[config.mk]
export PLATFORM = sky130hd
export DESIGN_NAME = alu_mdu_control
export DESIGN_NICKNAME = d
export VERILOG_FILES = /design/src/rtl/alu_mdu_control.sv
export SDC_FILE = /design/constraint.sdc
export NUM_CORES = 1
export LEC_CHECK = 0
export CAP_MARGIN = 5
export CORE_MARGIN = 1
export CORE_UTILIZATION = 59
export DETAILED_ROUTE_END_ITERATION = 8
export PLACE_DENSITY = 0.81
export SYNTH_ARGS = -nofsm -noshare
export SYNTH_HDL_FRONTEND = slang
export SYNTH_SLANG_ARGS = --single-unit
[constraint.sdc]
create_clock -name clk -period 6 [get_ports clk]
set_clock_uncertainty 0.2 [all_clocks]
set_input_delay 0.9 -clock clk [delete_from_list [all_inputs] [get_ports clk]]
set_output_delay 0.9 -clock clk [all_outputs]
set_load 0.02 [all_outputs]
[src/rtl/alu_mdu_control.sv]
// ---------------------------------------------------------------------------
// alu_mdu_control
//
// Execute-stage ALU control decoder with an iterative RV32M multiply/divide
// unit. The 4-bit ALU Operation code is decoded combinationally as before.
// M-extension ops (ALUOp=10, Funct7=0000001) are accepted in IDLE and run as
// radix-2 shift-add multiply or restoring divide in BUSY. The finished
// result is then held in DONE until the pipeline consumes it.
//
// Configuration macro: ALU_MDU_DIV_EN
//   defined   - DIV/DIVU/REM/REMU are executed, with divide-by-zero and
//               signed-overflow handled in a single cycle.
//   undefined - no divider datapath. Funct3 1xx M ops complete after one
//               edge with result=0 and illegal_op=1.
//
// Ports
//   clk, reset      : rising-edge clock, synchronous active-high reset
//   ALUOp           : 00 mem, 01 branch, 10 R/I-type
//   Funct7, Funct3  : instruction function fields
//   in_valid        : execute stage holds a valid instruction
//   op_a, op_b      : rs1 / rs2 values (latched when an M op is accepted)
//   out_ready       : pipeline consumes the M result this cycle
//   Operation       : combinational ALU operation code
//   is_mdu          : combinational, instruction is an M op
//   in_ready        : unit is idle and can accept
//   stall           : hold the pipeline while an M op is in flight
//   out_valid       : result holds a finished M result
//   result          : registered M result
//   illegal_op      : registered, an excluded op was accepted
// ---------------------------------------------------------------------------
module alu_mdu_control #(
  parameter int WIDTH = 32,
  parameter int CNT_W = $clog2(WIDTH + 1)
) (
  input  logic             clk,
  input  logic             reset,
  input  logic [1:0]       ALUOp,
  input  logic [6:0]       Funct7,
  input  logic [2:0]       Funct3,
  input  logic             in_valid,
  input  logic [WIDTH-1:0] op_a,
  input  logic [WIDTH-1:0] op_b,
  input  logic             out_ready,
  output logic [3:0]       Operation,
  output logic             is_mdu,
  output logic             in_ready,
  output logic             stall,
  output logic             out_valid,
  output logic [WIDTH-1:0] result,
  output logic             illegal_op
);

  typedef enum logic [1:0] {S_IDLE, S_BUSY, S_DONE} state_t;

  state_t             state, state_nx;
  logic [CNT_W-1:0]   cnt;
  logic [2:0]         op_q;       // latched Funct3
  logic               res_neg;    // product / quotient must be negated
  logic [WIDTH-1:0]   opnd_q;     // |multiplicand| or |divisor|
  // Multiply: {partial product high, remaining multiplier bits}.
  // Divide:   {partial remainder, dividend bits / quotient bits}.
  logic [2*WIDTH-1:0] prod;

  // ------------------------------------------------------------------------
  // ALU operation decode
  // ------------------------------------------------------------------------
  assign is_mdu = (ALUOp == 2'b10) && (Funct7 == 7'b0000001);

  always_comb begin
    // NOTE: every output of a combinational block gets a default first, so no
    // path can leave it unassigned and infer a latch.
    Operation = 4'b0000;
    case (ALUOp)
      2'b00: Operation = 4'b0010;
      2'b01: begin
        case (Funct3)
          3'b000:  Operation = 4'b1010;
          3'b001:  Operation = 4'b1011;
          3'b100:  Operation = 4'b1101;
          default: Operation = 4'b0000;
        endcase
      end
      2'b10: begin
        if (is_mdu) begin
          Operation = 4'b0010;  // ALU result is unused for M ops
        end else begin
          // Codes valid for any Funct7; refined below for the base encodings.
          case (Funct3)
            3'b000:  Operation = 4'b0010;
            3'b011:  Operation = 4'b1100;
            3'b010:  Operation = 4'b0101;
            default: Operation = 4'b1001;
          endcase
          if (Funct7 == 7'b0000000) begin
            if (Funct3 == 3'b111)      Operation = 4'b0000;
            else if (Funct3 == 3'b110) Operation = 4'b0001;
            else if (Funct3 == 3'b100) Operation = 4'b0110;
            else if (Funct3 == 3'b001) Operation = 4'b0100;
            else if (Funct3 == 3'b101) Operation = 4'b0111;
          end else if (Funct7 == 7'b0100000) begin
            if (Funct3 == 3'b000)      Operation = 4'b0011;
            else if (Funct3 == 3'b101) Operation = 4'b1000;
          end
        end
      end
      default: Operation = 4'b0000;
    endcase
  end

  // ------------------------------------------------------------------------
  // Accept-time operand conditioning
  // ------------------------------------------------------------------------
  logic             accept;
  logic             a_signed, b_signed, a_neg, b_neg;
  logic [WIDTH-1:0] mag_a, mag_b;
  logic             fast;
  logic             fast_illegal;
  logic [WIDTH-1:0] fast_res;

  assign accept   = (state == S_IDLE) && in_valid && is_mdu;

  // MULH, MULHSU, DIV, REM treat rs1 as signed; MULH, DIV, REM treat rs2 as
  // signed. MUL is sign-agnostic in its low half, so it runs unsigned.
  assign a_signed = (Funct3 == 3'b001) || (Funct3 == 3'b010) ||
                    (Funct3 == 3'b100) || (Funct3 == 3'b110);
  assign b_signed = (Funct3 == 3'b001) || (Funct3 == 3'b100) ||
                    (Funct3 == 3'b110);
  assign a_neg    = a_signed & op_a[WIDTH-1];
  assign b_neg    = b_signed & op_b[WIDTH-1];
  // The most-negative value maps onto itself, which read unsigned is the
  // correct magnitude.
  assign mag_a    = a_neg ? -op_a : op_a;
  assign mag_b    = b_neg ? -op_b : op_b;

`ifdef ALU_MDU_DIV_EN
  logic div_zero, div_ovf;
  logic rem_neg;  // remainder takes the dividend's sign

  assign div_zero = Funct3[2] && (op_b == '0);
  assign div_ovf  = ((Funct3 == 3'b100) || (Funct3 == 3'b110)) &&
                    (op_a == {1'b1, {(WIDTH-1){1'b0}}}) && (op_b == '1);
  assign fast         = div_zero || div_ovf;
  assign fast_illegal = 1'b0;

  always_comb begin
    fast_res = '0;
    if (div_zero)     fast_res = Funct3[1] ? op_a : '1;
    else if (div_ovf) fast_res = Funct3[1] ? '0 : op_a;
  end
`else
  assign fast         = Funct3[2];
  assign fast_illegal = Funct3[2];
  assign fast_res     = '0;
`endif

  // ------------------------------------------------------------------------
  // Iteration step and final sign fix-up
  // ------------------------------------------------------------------------
  logic [WIDTH:0]     mul_sum;
  logic [2*WIDTH-1:0] step_nx;
  logic [2*WIDTH-1:0] mul_full;
  logic [WIDTH-1:0]   mul_res;
  logic [WIDTH-1:0]   fix_res;

  assign mul_sum  = {1'b0, prod[2*WIDTH-1:WIDTH]} +
                    (prod[0] ? {1'b0, opnd_q} : '0);
  assign mul_full = res_neg ? -prod : prod;
  assign mul_res  = (op_q[1:0] == 2'b00) ? mul_full[WIDTH-1:0]
                                         : mul_full[2*WIDTH-1:WIDTH];

`ifdef ALU_MDU_DIV_EN
  logic [WIDTH:0]   div_shift, div_diff;
  logic [WIDTH-1:0] quo_res, rem_res;

  assign div_shift = {prod[2*WIDTH-1:WIDTH], prod[WIDTH-1]};
  assign div_diff  = div_shift - {1'b0, opnd_q};
  // A negative trial difference restores the shifted remainder.
  assign step_nx   = op_q[2]
                   ? (div_diff[WIDTH]
                      ? {div_shift[WIDTH-1:0], prod[WIDTH-2:0], 1'b0}
                      : {div_diff[WIDTH-1:0],  prod[WIDTH-2:0], 1'b1})
                   : {mul_sum, prod[WIDTH-1:1]};
  assign quo_res   = res_neg ? -prod[WIDTH-1:0] : prod[WIDTH-1:0];
  assign rem_res   = rem_neg ? -prod[2*WIDTH-1:WIDTH] : prod[2*WIDTH-1:WIDTH];
  assign fix_res   = op_q[2] ? (op_q[1] ? rem_res : quo_res) : mul_res;
`else
  assign step_nx   = {mul_sum, prod[WIDTH-1:1]};
  assign fix_res   = mul_res;
`endif

  // ------------------------------------------------------------------------
  // FSM
  // ------------------------------------------------------------------------
  always_ff @(posedge clk) begin
    // NOTE: sequential state uses non-blocking assignments so every register
    // samples the values from before the edge.
    if (reset) state <= S_IDLE;
    else       state <= state_nx;
  end

  always_comb begin
    state_nx = state;
    case (state)
      S_IDLE: if (accept)      state_nx = fast ? S_DONE : S_BUSY;
      S_BUSY: if (cnt == '0)   state_nx = S_DONE;
      S_DONE: if (out_ready)   state_nx = S_IDLE;
      default:                 state_nx = S_IDLE;
    endcase
  end

  assign in_ready  = (state == S_IDLE);
  assign out_valid = (state == S_DONE);
  assign stall     = in_valid && is_mdu && (state != S_DONE);

  // Counter and visible outputs. BUSY runs WIDTH steps (cnt WIDTH..1), then
  // one more edge at cnt==0 applies the sign fix-up and enters DONE.
  always_ff @(posedge clk) begin
    if (reset) begin
      cnt        <= '0;
      result     <= '0;
      illegal_op <= 1'b0;
    end else if (accept) begin
      illegal_op <= fast_illegal;
      if (fast) result <= fast_res;
      else      cnt    <= CNT_W'(WIDTH);
    end else if (state == S_BUSY) begin
      if (cnt == '0) result <= fix_res;
      else           cnt    <= cnt - CNT_W'(1);
    end
  end

  // NOTE: datapath registers carry no reset; they are always loaded on
  // accept before being read, and reset only needs to abort the FSM.
  always_ff @(posedge clk) begin
    if (accept) begin
      op_q    <= Funct3;
      res_neg <= a_neg ^ b_neg;
      prod    <= {{WIDTH{1'b0}}, (Funct3[2] ? mag_a : mag_b)};
      opnd_q  <= Funct3[2] ? mag_b : mag_a;
    end else if ((state == S_BUSY) && (cnt != '0)) begin
      prod    <= step_nx;
    end
  end

`ifdef ALU_MDU_DIV_EN
  always_ff @(posedge clk) begin
    if (accept) rem_neg <= a_neg;
  end
`endif

endmodule
==> out/results.ini <==
[global_route]
track_usage_pct=30.61
grt_max_degree=93
grt_overflow=0
antenna_found_initial=0
grt_first_pass_wirelength_um=43010
grt_pass1_vias=8312

[finish]
diodes=0
final_cell_mix=nand2_1 (131), o21ai_0 (130), clkdlybuf4s50_1 (119)
areaGrowthSynthToFinish_pct=18.64
nets=1443
drive_gt1_share_pct=4.783
fin_util_pct=72.38
final_common_cell=nand2_1

[placed_design]
io_buffer_count=120
finalWeightedCongestion=0.9481
hpwl_um=20180
post-place-ws_ns=1.221

[die]
pin_count=121
die_height_um=133.4
rows=47
dieArea_um2=17800
initial_core_util_pct=61.01
die_w_um=133.4
core_area_um2=16700

[yosys]
synthDistinctLibCells=62
ys_ff_latch=140
synth_area_per_cell_um2=8.236
synth_fp_nets=1355
muxShareOfSynthArea_pct=1.695
yosysSeqAreaShare_pct=34.09
ys_warn_count=0
synth_xor_area_share_pct=12.81
synth_top_area_share_pct=19.75
synthSimpleGateAreaFrac_pct=20.79
synth_area_um2=10190
synth_compound_area_share_pct=22.77
synth_edf_count=67
synth_top_family_by_area=compound AO/OA/AOI/OAI gates
syn-instance-count=1237
ys_async_sr_fraction_pct=0
yosys.area.top_type=edfxtp_1
synth.area.top_cells=edfxtp_1 (20%), dfxtp_1 (14%), xor2_1 (6.6%), o21ai_0 (6.4%), xnor2_1 (6.2%)
synth_fa_ha_area_share_pct=4.740
synthFlopType=dfxtp_1

[setup_path]
cp.required_ns=4.90
crit_fanout=5
cp-end-kind=output port
worstPathCellList=clkdlybuf4s50_1 > or4_1 > nor3_1 > nand2b_1 > o21ai_0 > a21oi_1 > o21ai_0 > a21boi_0 > o221ai_1 > clkdlybuf4s50_1
cp.buffers_inverters=2
cp_slowest_cell=clkdlybuf4s50_1
crit_path_start_kind=input port
critPathMaxStageDelay_ns=0.57
crit_type=input port to output port
cp_top_family=simple AND/OR/NAND/NOR gates
timing.reg2reg.setup_slack_ns=1.62
cp.arrival_ns=3.70

[clock_tree]
cts_num_sinks=140
htreeDepth=4
cts_root_buf=clkbuf_16
cts_resized=0
cts_tree=done
clock_latency_ns=0.43
cts_buffers=17
cts_setup_buffers=0
hold_buffers=0
path_clk_slew_ns=0.06
cts_max_path_buffers=2

[outcome]
status=complete, no violations

[detailed_routing]
drcViolationCount=0
post_drt_wl_per_cell_um=17.09
vias=9471
first_pass_iters=5
first_iter_violations=877
postRouteAntennaNets=0
viasPerCell=6.079
drt_wl_total_um=26620

[sta]
finalMaxSlewViolations=0
setup_tns_ns=0
setup_ws_ns=1.203
final-setup-viol-count=0
hold_violations=0
worst_pin_slew_ns=1.001
slew_headroom_pct=33.10
hold_slack_ns=0.2537
fin_crit_ns=4.797
timing.fmax_mhz=208.5
finalCritPeriodShare_pct=79.94
rsz0062_at_grt=false

[pwr]
power.leakage_nw=4.548
peakVddDrop_mv=0.2223
powerDensity_nw_per_um2=199.0

[hold_path]
hp-class=flop to flop

[flow_run]
cap_violations=0

## layer usage
layer  global-route usage [%]  vias up  wire [um]
li1                         -     4679          -
met1                    46.30     4372      13030
met2                    46.12      390      11500
met3                    3.044       30       1693
met4                    8.649        0        396
met5                        0        -          0
## worst min-delay path, stage by stage (launching register included)
cell and delay [ns]:
dfxtp_1 0.32, nand2_1 0.04, o21ai_0 0.05
## layout make-up
cell class,count,area (um^2)
well taps,220,275.3
fillers,1345,4613
repair buffers,130,1271
multi-input cells,1013,6406
clock buffers,18,429.2
inverters,23,86.33
flip-flops and latches,140,3473
clock inverters,14,146.4
## sequential cells by signal (all words and copies together), names as in the netlist
register    flops
state           2
op_q            2
res_neg         1
opnd_q         32
cnt             6
illegal_op      1
prod           64
result         32
## final timing paths
check                           depth (start not counted)                       to                     from
worst max-delay path                                   10             Operation[0]                Funct7[3]
worst min-delay path                                    2  result[14]$_SDFFE_PP0P_  result[14]$_SDFFE_PP0P_
worst max register to register                         12    prod[61]$_SDFFE_PP0P_        prod[0]$_DFFE_PP_
worst min register to register                          2  result[14]$_SDFFE_PP0P_  result[14]$_SDFFE_PP0P_
## power by group
| group | switching [W] | total [W] | internal (W) |
|---|---|---|---|
| registers | 0.0000181 | 0.00103 | 0.00101 |
| clock network | 0.000414 | 0.00102 | 0.000611 |
| logic | 0.000190 | 0.000350 | 0.000160 |
## Yosys cell counts, types with 4 or more instances
| cell type | n |
|---|---|
| a21oi_1 | 108 |
| clkbuf_1 | 53 |
| o41ai_1 | 14 |
| nor2_1 | 107 |
| ha_1 | 37 |
| a21o_1 | 18 |
| nor3b_1 | 8 |
| edfxtp_1 | 67 |
| nor3_1 | 23 |
| nor4_1 | 13 |
| dfxtp_1 | 73 |
| or3_1 | 8 |
| nand2b_1 | 12 |
| inv_1 | 22 |
| xor2_1 | 77 |
| o21ai_0 | 130 |
| nor2b_1 | 10 |
| o31ai_1 | 28 |
| o221ai_1 | 16 |
| and3_1 | 5 |
| a32o_1 | 5 |
| nand4_1 | 8 |
| or4_1 | 14 |
| o21bai_1 | 7 |
| a31oi_1 | 13 |
| or2_2 | 5 |
| a22o_1 | 9 |
| nand3_1 | 32 |
| nand2_1 | 131 |
| a2111oi_0 | 4 |
| mux2i_1 | 15 |
| a211oi_1 | 4 |
| xnor2_1 | 72 |
| and2_1 | 39 |
| buf_1 | 7 |
| o22ai_1 | 5 |
## cell families after synthesis
kind of cell | count (synthesis)
AND/OR/NAND/NOR | 431
AO/OA/AOI/OAI | 378
XOR/XNOR | 149
flip-flops | 140
buffers and inverters | 84
adder cells (fa/ha/maj) | 38
multiplexers | 17
## metrics by stage
stage | instance area, um^2 | power (W) | std cells
detailed placement | 11510 | 0.001394 | 1526
global placement | 11510 | 0.001386 | 1526
global route | 12090 | 0.002486 | 1558
floorplan | 10190 | 0.001266 | 1237
finish | 12090 | 0.002405 | 1558
CTS | 12090 | 0.002402 | 1558
Power figures use the tool's default switching activity.
